==> src/rtl/bus_arbiter_rr_if.sv <==
// Request/grant bundle between four bus masters and the round-robin arbiter.
// Latency: wires only; grants are registered inside the arbiter.
// Backpressure: a master waits with its req_ low until its grnt_ goes low.
interface bus_arbiter_rr_if;
   logic       m0_req_;
   logic       m1_req_;
   logic       m2_req_;
   logic       m3_req_;
   logic       m0_grnt_;
   logic       m1_grnt_;
   logic       m2_grnt_;
   logic       m3_grnt_;
   logic [1:0] owner;
   logic       arb_preempt;

   // Requesting side: drives active-low requests, observes grants and owner.
   modport master (
      output m0_req_, m1_req_, m2_req_, m3_req_,
      input  m0_grnt_, m1_grnt_, m2_grnt_, m3_grnt_, owner, arb_preempt
   );

   // Arbiter side.
   modport slave (
      input  m0_req_, m1_req_, m2_req_, m3_req_,
      output m0_grnt_, m1_grnt_, m2_grnt_, m3_grnt_, owner, arb_preempt
   );
endinterface

==> src/rtl/bus_arbiter_rr.sv <==
// Four-master round-robin bus arbiter with parking; optional hold-limit watchdog (BUS_ARB_HOLD_LIMIT_EN).
// Latency: request/release sampled at edge k changes owner and grants in cycle k+1; no req_->grnt_ path.
// Backpressure: waiting masters hold req_ low; the owner keeps the bus until it releases (or is preempted).
module bus_arbiter_rr #(
   parameter int HOLD_MAX = 16
) (
   input logic           clk,
   input logic           reset_,
   bus_arbiter_rr_if.slave bus
);

   localparam logic ENABLE_  = 1'b0;
   localparam logic DISABLE_ = 1'b1;

   typedef enum logic [1:0] {OWNER_0, OWNER_1, OWNER_2, OWNER_3} owner_e;

   // Watchdog range is 8-bit counter bound; reject nonsense at elaboration.
   if (HOLD_MAX < 1 || HOLD_MAX > 255) begin : g_bad_hold_max
      $error("bus_arbiter_rr: HOLD_MAX must be in 1..255");
   end

   owner_e     owner_q;
   owner_e     owner_d;
   logic [1:0] owner_idx;
   logic [3:0] req;
   logic       owner_req;
   logic       others_req;
   logic       contention;
   logic       found;
   logic [1:0] cand;
   logic       expire;

   assign req        = ~{bus.m3_req_, bus.m2_req_, bus.m1_req_, bus.m0_req_};
   assign owner_idx  = owner_q;
   assign owner_req  = req[owner_idx];
   assign others_req = |(req & ~(4'b0001 << owner_idx));
   assign contention = owner_req & others_req;

   // Nearest requester after the owner: scan offsets 3..1 so offset 1 wins last.
   always_comb begin
      found = 1'b0;
      cand  = owner_idx;
      for (int i = 3; i >= 1; i--) begin
         if (req[owner_idx + 2'(i)]) begin
            found = 1'b1;
            cand  = owner_idx + 2'(i);
         end
      end
   end

`ifdef BUS_ARB_HOLD_LIMIT_EN
   logic [7:0] hold_q;
   logic [7:0] hold_d;
   logic       preempt_q;

   assign expire = contention && (hold_q == 8'(HOLD_MAX - 1));
`else
   assign expire = 1'b0;
`endif

   // Next owner: rotate on release, or on watchdog expiry while others wait.
   always_comb begin
      owner_d = owner_q;
      if ((!owner_req || expire) && found) begin
         owner_d = owner_e'(cand);
      end
   end

   // Owner register; reset parks the bus on master 0 immediately.
   always_ff @(posedge clk or negedge reset_) begin
      if (!reset_) begin
         owner_q <= OWNER_0;
      end else begin
         owner_q <= owner_d;
      end
   end

`ifdef BUS_ARB_HOLD_LIMIT_EN
   // Contended-cycle count; any handover or quiet edge restarts it, so it never wraps.
   always_comb begin
      hold_d = 8'd0;
      if (owner_d == owner_q && contention) begin
         hold_d = hold_q + 8'd1;
      end
   end

   // Watchdog state and one-cycle preemption pulse.
   always_ff @(posedge clk or negedge reset_) begin
      if (!reset_) begin
         hold_q    <= 8'd0;
         preempt_q <= 1'b0;
      end else begin
         hold_q    <= hold_d;
         preempt_q <= expire;
      end
   end

   assign bus.arb_preempt = preempt_q;
`else
   assign bus.arb_preempt = 1'b0;
`endif

   assign bus.owner    = owner_idx;
   assign bus.m0_grnt_ = (owner_q == OWNER_0) ? ENABLE_ : DISABLE_;
   assign bus.m1_grnt_ = (owner_q == OWNER_1) ? ENABLE_ : DISABLE_;
   assign bus.m2_grnt_ = (owner_q == OWNER_2) ? ENABLE_ : DISABLE_;
   assign bus.m3_grnt_ = (owner_q == OWNER_3) ? ENABLE_ : DISABLE_;

endmodule

==> src/flat_wrapper.sv <==
// flat-port wrapper written by rule: the top's interface ports become plain ports
module bus_arbiter_rr_flat 
#(
   parameter int HOLD_MAX = 16
)
  (clk, reset_, bus_m0_req_, bus_m1_req_, bus_m2_req_, bus_m3_req_, bus_m0_grnt_, bus_m1_grnt_, bus_m2_grnt_, bus_m3_grnt_, bus_owner, bus_arb_preempt);
  bus_arbiter_rr_if bus_i ();
  input logic clk;
  input logic reset_;
  input wire logic [$bits(bus_i.m0_req_)-1:0] bus_m0_req_;
  input wire logic [$bits(bus_i.m1_req_)-1:0] bus_m1_req_;
  input wire logic [$bits(bus_i.m2_req_)-1:0] bus_m2_req_;
  input wire logic [$bits(bus_i.m3_req_)-1:0] bus_m3_req_;
  output wire logic [$bits(bus_i.m0_grnt_)-1:0] bus_m0_grnt_;
  output wire logic [$bits(bus_i.m1_grnt_)-1:0] bus_m1_grnt_;
  output wire logic [$bits(bus_i.m2_grnt_)-1:0] bus_m2_grnt_;
  output wire logic [$bits(bus_i.m3_grnt_)-1:0] bus_m3_grnt_;
  output wire logic [$bits(bus_i.owner)-1:0] bus_owner;
  output wire logic [$bits(bus_i.arb_preempt)-1:0] bus_arb_preempt;
  assign bus_i.m0_req_ = bus_m0_req_;
  assign bus_i.m1_req_ = bus_m1_req_;
  assign bus_i.m2_req_ = bus_m2_req_;
  assign bus_i.m3_req_ = bus_m3_req_;
  assign bus_m0_grnt_ = bus_i.m0_grnt_;
  assign bus_m1_grnt_ = bus_i.m1_grnt_;
  assign bus_m2_grnt_ = bus_i.m2_grnt_;
  assign bus_m3_grnt_ = bus_i.m3_grnt_;
  assign bus_owner = bus_i.owner;
  assign bus_arb_preempt = bus_i.arb_preempt;
  bus_arbiter_rr #(.HOLD_MAX(HOLD_MAX)) u_core (.clk(clk), .reset_(reset_), .bus(bus_i));
endmodule
==> config.mk <==
export PLATFORM = sky130hd
export DESIGN_NAME = bus_arbiter_rr_flat
export DESIGN_NICKNAME = d
export VERILOG_FILES = /design/src/rtl/bus_arbiter_rr_if.sv /design/src/rtl/bus_arbiter_rr.sv /design/src/flat_wrapper.sv
export SDC_FILE = /design/constraint.sdc
export NUM_CORES = 1
export LEC_CHECK = 0
export CORE_AREA = 10 10 47 49
export DETAILED_ROUTE_END_ITERATION = 8
export DIE_AREA = 0 0 57 59
export DONT_BUFFER_PORTS = 1
export PLACE_DENSITY_LB_ADDON = 0.2
export SYNTH_ARGS = -nofsm -noshare
export SYNTH_HDL_FRONTEND = slang
export SYNTH_SLANG_ARGS = --single-unit
==> constraint.sdc <==
create_clock -name clk -period 4.1 [get_ports clk]
set_input_delay 0.41 -clock clk [delete_from_list [all_inputs] [get_ports clk]]
set_output_delay 0.41 -clock clk [all_outputs]
set_load 0.1 [all_outputs]
Yosys cells after proc, flatten, opt, wreduce, memory -nomap -nowiden:

Cells that the tools add are included.

* flip-flop bits (word level): 2
* output and inout bits: 7
* logic and storage cells: 35

* reduce and logical (&&, ||, !) cells: 5
* bitwise gates (word level): 1
* order comparisons: 4
* muxes and demuxes: 18
* add/sub/neg operators: 3
* equality and inequality tests: 3

Operators by type and width (number)
* less-than comparator 2 x 3 -> 1 bit (second input constant): 4
* 2-to-1 mux 1 bit: 11
* binary-select mux 1 bit (select 2 bit): 4
* 2-to-1 mux 2 bit: 3
* adder 2 bit (second input constant): 2
* equality test 2 bit (second input constant): 2
* NOT 4 bit: 1
* nonzero test 3 bit: 1
* adder 2 x 1 -> 2 bit (second input constant): 1
* equality test 2 x 1 -> 1 bit (second input constant): 1
* logical NOT 2 bit: 1
* AND reduction 2 bit: 1
* logical AND 1 bit: 1
* logical NOT 1 bit: 1

Depth between registers and ports, before layout:

Gate-level depths: netlist (run 1).

* depth in word-level cells: 8
* mapped depth: 7
* depth with buffers taken out: 6

Worst setup path before layout (run 1):

Ideal clock, no wire load.

* kind: reg2out
* start point: register u_core.owner_q[1] (netlist: u_core.bus.owner[1])
* end point: output port bus_m1_grnt_
* buffers on the path: 1
* arrival time: 2087 ps
* stages on the path, launching flop included: 5
* path slack: 1603 ps
* data required time: 3690 ps
* path through: dfrtp_1 -> buf_2 -> inv_1 -> ha_1 -> inv_1

* longest elaborated chain between the ends: 2

Ends and longest elaborated chain
* start: declaration: line bus_arbiter_rr.sv:22 `owner_e owner_q;`
* start signal: assignment: line bus_arbiter_rr.sv:74 `owner_q <= owner_d;`
* equality test 2 x 1 -> 1 bit: line bus_arbiter_rr.sv:105 `assign bus.m1_grnt_ = (owner_q == OWNER_1) ? ENABLE_ : DISABLE_;`
* 2-to-1 mux 1 bit: line bus_arbiter_rr.sv:105
* end: declaration: line flat_wrapper.sv:15 `output wire logic [$bits(bus_i.m1_grnt_)-1:0] bus_m1_grnt_;`

No other way between the ends.

Worst setup path in the final report (run 1):

* start point: register u_core.owner_q[0] (netlist: u_core.bus.owner[0])
* end point: output port bus_m0_grnt_

* longest elaborated chain between the ends: 2

Ends and longest elaborated chain
* logical NOT 2 bit: line bus_arbiter_rr.sv:104 `assign bus.m0_grnt_ = (owner_q == OWNER_0) ? ENABLE_ : DISABLE_;`
* 2-to-1 mux 1 bit: line bus_arbiter_rr.sv:104
* end: declaration: line flat_wrapper.sv:14 `output wire logic [$bits(bus_i.m0_grnt_)-1:0] bus_m0_grnt_;`

No other way between the ends.

==> out/results.ini, run 1 <==
[clock_tree]
cts_tree=yes
clock_latency_ns=0.22
clock-sinks=2
cts_buffer_depth=2
ctsResizeCount=0
path_clk_slew_ns=0.03
postCtsSetupRepairBufs=0
cts_buffers=3
cts_root_buf=clkbuf_4
cts_hold_buf=1
htreeDepth=1

[floorplanning]
io_pins=13
die_w_um=57
rows=14
die_h_um=59
core_um2=1400
start_util_pct=23.1
dieArea_um2=3360

[synthesis]
synth_area_um2=324
synth_top_area_share_pct=15.4
synth-edff-count=0
ys_ff_latch=2
yosysTopAreaCell=dfrtp_1
synth_common_cells=inv_1, ha_1, mux2i_1
yosys_warnings=0
synth_xor_area_share_pct=5.02
postSynthCellCount=36
yosysUniqueCellTypes=22
synth_mux_area_share_pct=19.7
synthAdderAreaFrac_pct=15.4
ys_seq_area_share_pct=15.4
ys.flop_type=dfrtp_1
synth-compound-area-share_pct=20.1
synth_simple_gate_area_share_pct=7.72
synth_top_family_by_area=compound AO/OA/AOI/OAI gates
synth.avg_cell_area_um2=9.00
async_flop_share_pct=100
synth_most_common_cell=inv_1
synthTopCellsByArea=dfrtp_1, ha_1, mux2i_1
synthesis.nets=46

[worst_setup_path]
reg2regPathDepth=7
cp.required_ns=3.69
setup.worst_path.class=register to output port
arrival_ns=1.89
crit_fanout=10
endpoint_kind=output port
r2r_slack_ns=2.06
timing.rr.end=u_core.bus.owner[0]$_DFFE_PN0P_
r2r_start=u_core.bus.owner[0]$_DFFE_PN0P_
startpoint=u_core.bus.owner[0]$_DFFE_PN0P_
start_kind=register

[drt]
drt_wl_total_um=784
drt_first_iter_violations=3
dr_total_vias=278
vias_per_cell=5.05
wl_per_cell_um=14.3
drc=0
drtAntennaViolNets=0
first_pass_iters=2

[cells_and_area]
fillerInstances=159
stdcell_count=55
area_growth_pct=13.5
nets=51
drive_above_1_share_pct=28.2
largest_reg_flops=2
diodes=0
fin_util_pct=26.3

[run]
max_cap_violations=0

[sta]
fin_crit_ns=2.30
slew_viol_final=0
finalHoldViolations=0
finalWorstSetupSlack_ns=1.80
rsz0062_at_grt=false
setup-tns-final_ns=0
slew_headroom_pct=44.6
clock_skew_ns=0.00328
worst_pin_slew_ns=0.830
fmax_ghz=0.435
setup_violations=0
finalCritPeriodShare_pct=56.1

[grt]
grt_overflow=0
grt_use_total_pct=5.20
grt_pass1_wl_mm=1.27
grt_start_max_net_pins=12
grt_pass1_vias=274
antenna_found_initial=0

[status]
status=finished clean

[hold_path]
hold_path_class=input port to async pin

[place]
pre_cts_ws_ns=2.03
post-dp-hpwl_um=595
dpl.cell_count=51
finalWeightedCongestion=0.845
portBuffers=0

worst max-delay path by stage:
stage	endpoint	slack, ns	cells after the start
2_1_floorplan	bus_m1_grnt_	1.60	4
3_3_place_gp	bus_m2_grnt_	2.05	4
3_5_place_dp	bus_m0_grnt_	2.03	4
4_1_cts	bus_m0_grnt_	1.78	4
5_1_grt	bus_m0_grnt_	1.69	4
6_report	bus_m0_grnt_	1.80	4
cell families after synthesis:
| logic type | after synthesis |
|---|---|
| flops | 2 |
| simple gates | 5 |
| xor+xnor | 1 |
| fa+ha+maj | 4 |
| other cells | 1 |
| buf+inv | 10 |
| mux | 5 |
| compound gates | 8 |
routing by layer:
layer | vias up | track usage (%) | routed length, um
met5 | - | 0 | 0
met4 | 0 | 6.04 | 19
met3 | 2 | 4.08 | 92
met2 | 11 | 6.20 | 333
met1 | 133 | 5.14 | 338
li1 | 132 | - | -
per-stage QoR:
step	hold slack [ns]	instance area, um2
floorplan	0.114	324
global placement	0.114	335
detailed placement	0.114	335
CTS	0.412	368
global route	0.418	368
finish	0.419	368
placed cells by master (no fill, tap or decap):
master / netlist / routed
a211oi_2: 1 / 1
a21oi_1: 2 / 2
and2_2: 1 / 1
buf_4: 1 / 2
clkbuf_4: 0 / 3
conb_1: 1 / 1
dfrtp_1: 2 / 2
dlygate4sd3_1: 0 / 1
ha_1: 4 / 4
inv_1: 6 / 6
inv_2: 1 / 1
mux2_1: 1 / 1
mux2i_1: 3 / 3
mux4_2: 1 / 1
nand2_1: 2 / 2
nand4_1: 1 / 1
nor2_1: 1 / 1
o221ai_1: 2 / 2
o22ai_1: 1 / 1
o311a_2: 1 / 1
o31ai_1: 1 / 1
xnor2_2: 1 / 1
area by class of cell:
cell class	instances	area (um2)	share of cell area (%)
multi-input cells	24	224	60.9
flip-flops and latches	2	50.0	13.6
inverters	7	26.3	7.14
repair buffers	3	25.0	6.80
clock buffers	3	22.5	6.12
well taps	16	20.0	5.44
critical path: stages (launching register included):
cell	delay [ns]
dfrtp_1	0.31
buf_4	0.36
inv_2	0.16
ha_1	0.23
inv_1	0.61
Power of run 1 is not shown: default switching activity piles up to over one toggle a cycle in this logic, so the estimate is an artifact.
==> run 2: changes to the inputs <==
==> constraint.sdc (replaced) <==
create_clock -name clk -period 1.9 [get_ports clk]
set_input_delay 0.19 -clock clk [delete_from_list [all_inputs] [get_ports clk]]
set_output_delay 0.19 -clock clk [all_outputs]
set_load 0.1 [all_outputs]
==> run 2 against run 1 <==
  * Flip-flop and latch count unchanged
  * Die area unchanged
  * Non-clock buffer count increased by 4
  * First-iteration DRC count unchanged
  * Global-route usage decreased by 0.13 points
  * Routed wire length increased by 0.13%
==> out/results.ini, run 2 (synthesis results as in run 1) <==
[status]
status=finished clean  ; unchanged

[sta]
setup-tns-final_ns=0  ; unchanged
fmax_ghz=0.568
rsz0062_at_grt=false  ; unchanged
finalHoldViolations=0  ; unchanged
finalWorstSetupSlack_ns=0.138  ; was 1.80 ns
fin_crit_ns=1.76
setup_violations=0  ; unchanged
hold_ws_ns=0.197  ; was 0.419 ns
slew_viol_final=0  ; unchanged
finalCritPeriodShare_pct=92.7
clock_skew_ns=0.00560  ; was 0.00328 ns

[clock_tree]
path_clk_slew_ns=0.03  ; about the same
clock-sinks=2  ; unchanged
ctsResizeCount=0  ; unchanged
clock_latency_ns=0.22  ; about the same
cts_root_buf=clkbuf_4  ; unchanged
cts_buffers=3  ; unchanged
cts_hold_buf=1  ; unchanged
cts_buffer_depth=2  ; unchanged
htreeDepth=1  ; unchanged
postCtsSetupRepairBufs=0  ; unchanged
cts_tree=yes  ; unchanged

[drt]
drtAntennaViolNets=0  ; unchanged
dr_total_vias=276  ; was 278
wl_per_cell_um=13.3  ; was 14.3 um
drt_first_iter_violations=3  ; unchanged
vias_per_cell=4.68  ; was 5.05
drc=0  ; unchanged
drt_wl_total_um=785  ; was 784 um
first_pass_iters=4  ; was 2

[grt]
grt_pass1_wl_mm=1.29  ; was 1.27 mm
antenna_found_initial=0  ; unchanged
grt_pass1_vias=308  ; was 274
grt_use_total_pct=5.06  ; was 5.20%
grt_overflow=0  ; unchanged
grt_start_max_net_pins=11  ; was 12

[hold_path]
hold_path_class=input port to async pin  ; unchanged

[floorplanning]
rows=14  ; unchanged
die_h_um=59  ; unchanged
io_pins=13  ; unchanged
die_w_um=57  ; unchanged
dieArea_um2=3360  ; unchanged
core_um2=1400  ; unchanged
start_util_pct=23.1  ; unchanged

[worst_setup_path]
endpoint_kind=output port  ; unchanged
crit_fanout=9  ; was 10
crit_chain=buf_4 > ha_1 > inv_1 > buf_4  ; was buf_4 > inv_2 > ha_1 > inv_1
slowest_delay_ns=0.53  ; was 0.61 ns
crit_path_frequent_cell=buf_4
setup.worst_path.class=register to output port  ; unchanged
start_kind=register  ; unchanged
cp.required_ns=1.71  ; was 3.69 ns
arrival_ns=1.57  ; was 1.89 ns
reg2regPathDepth=6  ; was 7
cp_slowest_cell=dfrtp_4  ; was inv_1

[cells_and_area]
largest_reg_flops=2  ; unchanged
area_growth_pct=41.3  ; was 13.5%
diodes=0  ; unchanged
stdcell_count=59  ; was 55
seq_area_um2=57.6  ; was 50.0 um2
fillerInstances=155  ; was 159
multi_input_area_um2=236  ; was 224 um2
drive_above_1_share_pct=41.9  ; was 28.2%
nets=55  ; was 51
final_common_cell=inv_1  ; unchanged

[run]
max_cap_violations=0  ; unchanged

[place]
finalWeightedCongestion=0.663  ; was 0.845
post-dp-hpwl_um=640  ; was 595 um
pre_cts_ws_ns=0.194  ; was 2.03 ns
dpl.cell_count=55  ; was 51
portBuffers=0  ; unchanged

==> run 2: worst max-delay path, delay by kind of cell (launching register included) <==
kind                     cells  cell delay (ns)
adder cells (fa/ha/maj)      1             0.22
buffers and inverters        3             0.59
flip-flops                   1             0.53
==> run 2: through the flow <==
step,util [%],instance area [um2]
after floorplan,-,349
after global placement,30.4,425
after detailed placement,30.4,425
after CTS,32.7,458
after global routing,32.7,458
final,32.7,458
==> run 2: worst paths after layout <==
check                                                start                               to  slack (ns)
min reg2reg                u_core.bus.owner[1]$_DFFE_PN0P_  u_core.bus.owner[1]$_DFFE_PN0P_        0.64
max                        u_core.bus.owner[0]$_DFFE_PN0P_                     bus_m3_grnt_        0.14
max reg2reg                u_core.bus.owner[0]$_DFFE_PN0P_  u_core.bus.owner[0]$_DFFE_PN0P_        0.19
max in group asynchronous                           reset_  u_core.bus.owner[1]$_DFFE_PN0P_        1.56
min                                                 reset_  u_core.bus.owner[0]$_DFFE_PN0P_        0.20
min in group clk                               bus_m0_req_  u_core.bus.owner[1]$_DFFE_PN0P_        0.27
==> run 2: metal layers <==
metal | vias up | wire (um) | track usage [%]
met5 | - | 0 | 0
met4 | 0 | 14 | 6.04
met3 | 2 | 141 | 3.86
met2 | 12 | 384 | 7.75
met1 | 123 | 244 | 3.69
li1 | 139 | - | -
==> run 2: layout make-up <==
class	instances	area share [%]
well taps	16	4.37
repair buffers	7	20.2
multi-input cells	24	51.6
clock buffers	3	4.92
flip-flops and latches	2	12.6
inverters	7	6.28
Power of run 2 is left out for the same reason.
